$ cat src/rtl/prio_encoder_queue.sv
// Registered N-line priority encoder with sticky pending bits,
// per-line masking and a single-entry valid/ready output slot.
module prio_encoder_queue #(
  parameter int N        = 8,
  parameter int IDX_W    = 3,
  parameter bit MSB_PRIO = 1'b1
) (
  input  logic             clk,
  input  logic             rst_n,
  input  logic [N-1:0]     req_i,
  input  logic [N-1:0]     mask_i,
  output logic [IDX_W-1:0] out_idx,
  output logic             out_valid,
  input  logic             out_ready,
  output logic [N-1:0]     pending_o,
  output logic             any_o,
  output logic             overflow_o
);

  typedef enum logic {
    EMPTY = 1'b0,
    FULL  = 1'b1
  } slot_e;

  slot_e            state_q, state_d;
  logic [N-1:0]     pending_q, pending_d;
  logic [N-1:0]     sel_vec, clear_vec;
  logic [IDX_W-1:0] idx_q, idx_d, sel_idx;
  logic             ovf_q, ovf_d;
  logic             sel_hit, load;

  assign sel_vec = pending_q & ~mask_i;
  assign sel_hit = |sel_vec;
  assign load    = (state_q == EMPTY) || out_ready;

  // Later iterations overwrite earlier ones, so the loop
  // direction sets which end of the vector wins.
  always_comb begin
    sel_idx = '0;
    if (MSB_PRIO) begin
      for (int i = 0; i < N; i++)
        if (sel_vec[i]) sel_idx = IDX_W'(i);
    end else begin
      for (int i = N - 1; i >= 0; i--)
        if (sel_vec[i]) sel_idx = IDX_W'(i);
    end
  end

  always_comb begin
    state_d   = state_q;
    idx_d     = idx_q;
    clear_vec = '0;
    if (load) begin
      if (sel_hit) begin
        state_d            = FULL;
        idx_d              = sel_idx;
        clear_vec[sel_idx] = 1'b1;
      end else begin
        state_d = EMPTY;
      end
    end
  end

  // A new request beats a same-edge clear on its line.
  assign pending_d = (pending_q & ~clear_vec) | req_i;
  assign ovf_d     = |(req_i & pending_q & ~clear_vec);

  always_ff @(posedge clk) begin
    if (!rst_n) begin
      state_q   <= EMPTY;
      idx_q     <= '0;
      pending_q <= '0;
      ovf_q     <= 1'b0;
    end else begin
      state_q   <= state_d;
      idx_q     <= idx_d;
      pending_q <= pending_d;
      ovf_q     <= ovf_d;
    end
  end

  always_ff @(posedge clk) begin
    assert (N >= 2 && IDX_W == $clog2(N))
      else $error("prio_encoder_queue: bad N/IDX_W");
  end

  assign out_idx    = idx_q;
  assign out_valid  = (state_q == FULL);
  assign pending_o  = pending_q;
  assign any_o      = sel_hit;
  assign overflow_o = ovf_q;

endmodule
$ cat config.mk
export PLATFORM = sky130hd
export DESIGN_NAME = prio_encoder_queue
export DESIGN_NICKNAME = d
export VERILOG_FILES = /design/src/rtl/prio_encoder_queue.sv
export SDC_FILE = /design/constraint.sdc
export NUM_CORES = 1
export LEC_CHECK = 0
export ABC_AREA = 1
export BUFFER_PORTS_ARGS = -buffer_cell sky130_fd_sc_hd__buf_4
export CORE_ASPECT_RATIO = 0.9
export CORE_MARGIN = 4
export CORE_UTILIZATION = 30
export DETAILED_ROUTE_END_ITERATION = 6
export MAX_ROUTING_LAYER = met4
export PLACE_DENSITY_LB_ADDON = 0.3
export SYNTH_ARGS = -nofsm -noshare
export SYNTH_HDL_FRONTEND = slang
export SYNTH_SLANG_ARGS = --single-unit
export TNS_END_PERCENT = 100
$ cat constraint.sdc
create_clock -name clk -period 2.3 [get_ports clk]
set_clock_uncertainty 0.2 [all_clocks]
set_input_delay 0.46 -clock clk [delete_from_list [all_inputs] [get_ports clk]]
set_output_delay 0.46 -clock clk [all_outputs]
set_load 0.02 [all_outputs]
Word level (Yosys, flattened, before mapping)
Index checks and enable logic that the tools add are counted.
Widths: inputs -> output; s select.
- order comparisons: 2
- multiplexer cells: 12
- bitwise operators: 8
- reductions and logical operators: 5
- operators with widths (operator ; number):
    $and 8x8->8 ; 4
    $mux 3 ; 6
    $mux 8 ; 2
    $not 8->8 ; 2
    $reduce_or 8->1 ; 2
    $or 8x8->8 ; 1
    $lt 3x4->1 const B ; 1
    $demux 1 s3 ; 1
    $ge 3x1->1 const B ; 1
    $mux 1 ; 3
    $reduce_and 2->1 ; 1
    $logic_and 1x1->1 ; 1
    $logic_or 1x1->1 ; 1
    $not 1->1 ; 1
- register bits: 13
- input bits: 19
- output and inout bits: 14
- word-level logic and storage cells: 31

Longest topological paths before layout
- depth in word-level cells: 18
- mapped depth: 13
- depth with buffers taken out: 13

Worst setup path after synthesis
OpenSTA, ideal clock, no wires.
- path kind: input port to output port
- from: input mask_i[4]
- to: output any_o
- arrival: 1094 ps
- data required time: 1640 ps
- slack: 546 ps
- stages on the path: 9
- path buffers: 0
- cell sequence: inv_1 nand2_1 nand2_1 inv_2 nand2_2 nor2_2 inv_2 nor2_4 inv_2
- word-level cells in the longest chain between the ends: 3
- RTL lines (element ; RTL line ; text):
    from (decl) ; 11 ; input logic [N-1:0] mask_i,
    $not 8->8 ; 32 ; assign sel_vec = pending_q & ~mask_i;
    $and 8x8->8 ; 32 ;
    $reduce_or 8->1 ; 33 ; assign sel_hit = |sel_vec;
    to (decl) ; 16 ; output logic any_o,
No other way between the ends.

Worst setup path in the final report
- from: register pending_q[4], in the netlist pending_o[4]
- to: output any_o
- word-level cells in the longest chain between the ends: 2
- RTL lines (element ; RTL line ; text):
    from (decl) ; 26 ; logic [N-1:0] pending_q, pending_d;
    from (signal assigned) ; 77 ; pending_q <= pending_d;
    $and 8x8->8 ; 32 ;
    $reduce_or 8->1 ; 33 ;
No other way between the ends.

==> impl_metrics.yaml <==
clock_network:
  post_cts_buffers: 0
  root_buffer_cell: "clkbuf_4"
  clock_latency_reported_for_the_late_side_of_the_worst_skew_pair_ns: 0.28
  cts_resized: 0
  cts-htree-levels: 1
  clock_tree.buffer_depth: 2
  clock_tree_from_tritoncts: "done"
  holdBufCountCts: 0
  numClockSinks: 13
  cts.reportedPaths.clkPinSlew_ns: 0.09
  cts-buffers-inserted: 3
synthesis:
  synth_top_cell_area_share_pct: 34.0
  cell_area_after_technology_mapping_um2: 766
  synth.ff_latch_count: 13
  synthDistinctLibCells: 19
  syn_inst: 122
  synthesis.yosys.warnings: 0
  synthesis.area_per_instance_um2: 6.28
  synth.yosys.seq_area_share_pct: 34.0
  synth.net_count: 141
  yosys_top_cell_by_area: "dfxtp_1"
  synth_top_cells_by_area: "dfxtp_1 34%, nand2_1 13%, inv_1 9.3%, a21oi_1 8.5%, nor2_1 6.9%"
setup_path:
  timing.critical_path.to_type: "output pin"
  r2r_setup_slack_ns: 0.66
  crit_required_ns: 1.64
  critical_path_peak_fanout: 4
  critPathLaunchType: "register"
  critPathKind: "register to output pin"
  timing.critical_path.arrival_ns: 1.42
floorplan:
  core-area_um2: 2450
  die_area_um2: 3430
  starting_utilization_of_the_core_area_pct: 31.3
  chipWidth_um: 61.3
  die_h_um: 55.9
  top_level_ports: 33
  std_cell_rows: 17
final_layout:
  antenna_cells: 0
  layout.area.seq_um2: 260
  design.final.nets: 177
  layout.filler_cells: 247
  postLayoutCoreUtil_pct: 43.5
  layout-area-overhead-vs-synth_pct: 38.9
  layout-drive-gt1-share_pct: 35.7
  multi_input_comb_area_um2: 393
timing:
  worst_setup_slack_final_ns: 0.217
  period_share_pct: 90.6
  period_minus_slack_ns: 2.08
  drv_slew: 0
  fmax_ghz: 0.480
  finalSetupViolations: 0
  grt_setup_unrepaired: "false"
  fin_setup_tns_ns: 0
  finalHoldViolCount: 0
  max_slew.worst_pin.slew_ns: 0.357
  worst_slew_margin_rel_pct: 76.2
power_and_ir_drop:
  report.power.total_mw: 0.619
  switchingPower_mw: 0.218
  p_comb_share_pct: 33.4
  power.internal_mw: 0.401
  p_sw_share_pct: 35.3
  seqPwrFrac_pct: 42.4
  power.ir.vdd_worst_uv: 271
  ratio_of_total_power_to_cell_area_nw_per_um2: 582
  clock_power_share_pct: 24.2
  static-leakage-power_nw: 0.599
drt:
  route.vias.total: 813
  number_of_optimization_iterations_in_the_first_detailed_route_pass: 4
  detailedRoute.firstIterationViolations: 21
  final_antenna_net_count: 0
  avgRoutedWirePerCell_um: 9.88
  total_routed_length_mm: 1.83
  viasPerCell: 4.39
  drt_drc_violations_left: 0
placed_design:
  io_buffer_count: 32
  place_hpwl_mm: 1.55
  finalWeightedCongestion: 0.813
  detailedPlace.worstSlack_ns: 0.297
global_route:
  grt_max_degree: 12
  number_of_antenna_violations_at_the_first_check_in_global_routing: 0
  first_global_vias: 796
  grt_overflow_total: 0
  gr-usage-all-layers_pct: 11.9
  grt_pass1_wl_mm: 3.16
job:
  maxCapViolCount: 0
hold_path:
  hold_path.class: "input pin to register"
run_status:
  run_status: "completed"
[worst max-delay path: stages (launching register included)]
cell and delay (ns):
dfxtp_1 0.35, nand2_1 0.10, nand2_1 0.08, inv_2 0.08, nand2_2 0.06, nor2_2 0.11, inv_2 0.05, nor2_4 0.11
inv_2 0.05, buf_4 0.15
[layer usage]
metal | vias to the layer above | part of all wire (%) | GRT usage (%)
li1 | 442 | - | -
met1 | 358 | 44 | 14.1
met2 | 11 | 52 | 20.2
met3 | 2 | 2.9 | 1.39
met4 | 0 | 0.88 | 3.72
met5 | - | 0 | -
[sequential cells by signal, summed over array words and instances (netlist names)]
| name | cells |
|---|---|
| overflow_o | 1 |
| pending_o | 8 |
| out_valid | 1 |
| out_idx | 3 |
[cell usage after synthesis]
cell type  count
a21oi_1       13
clkbuf_1       1
clkinv_1       1
dfxtp_1       13
inv_1         19
inv_2          9
nand2_1       26
nand2_2        4
nand2_4        2
nand3_1        5
nand3_2        1
nand4_1        3
nor2_1        14
nor2_2         2
nor2_4         2
o21ai_1        4
o21ai_2        1
o22ai_1        1
or2_0          1
[placed cells by master, fill, tap and decap left out, types with 4 or more instances in the layout]
cell type | netlist | layout
buf_4 | 0 | 32
nand2_1 | 26 | 26
inv_1 | 19 | 19
nor2_1 | 14 | 14
a21oi_1 | 13 | 13
dfxtp_1 | 13 | 13
inv_2 | 9 | 9
nand3_1 | 5 | 5
o21ai_1 | 4 | 4
nand2_2 | 4 | 4
[final cells by class]
type                    count  area share [%]
multi-input cells          79            36.9
flip-flops and latches     13            24.5
repair buffers             32            22.6
inverters                  29            10.2
well taps                  28            3.29
clock buffers               4            2.47
[power groups by stage]
stage / Combinational (mW) / Clock, mW / Sequential, mW
floorplan: 0.103 / 0 / 0.291
global placement: 0.206 / 0 / 0.267
detailed placement: 0.208 / 0 / 0.268
CTS: 0.208 / 0.152 / 0.263
global route: 0.229 / 0.155 / 0.266
finish: 0.207 / 0.150 / 0.262
[per-stage QoR]
| stage | cell area [um^2] | std cells | hold WS, ns |
|---|---|---|---|
| after global routing | 1060 | 185 | 0.200 |
| after floorplan | 766 | 122 | 0.336 |
| final | 1060 | 185 | 0.183 |
| after CTS | 1060 | 185 | 0.182 |
| after global placement | 1040 | 181 | 0.261 |
| after detailed placement | 1040 | 181 | 0.283 |
[kinds of logic (layout without fill, tap and decap cells)]
group                  count (synthesis)  after routing  synth area share [%]
buffers and inverters                 30             65                  14.7
flip-flops                            13             13                  34.0
AND/OR/NAND/NOR                       60             60                  38.2
AO/OA/AOI/OAI                         19             19                  13.1
[worst paths after layout]
path / start / end / depth (start not counted)
setup / recovery: pending_o[4] / any_o / 9
hold reg to reg: out_idx[2] / out_idx[2] / 2
hold / removal: rst_n / out_valid / 3
setup reg to reg: pending_o[3] / overflow_o / 10
Power figures use the tool's default switching activity.
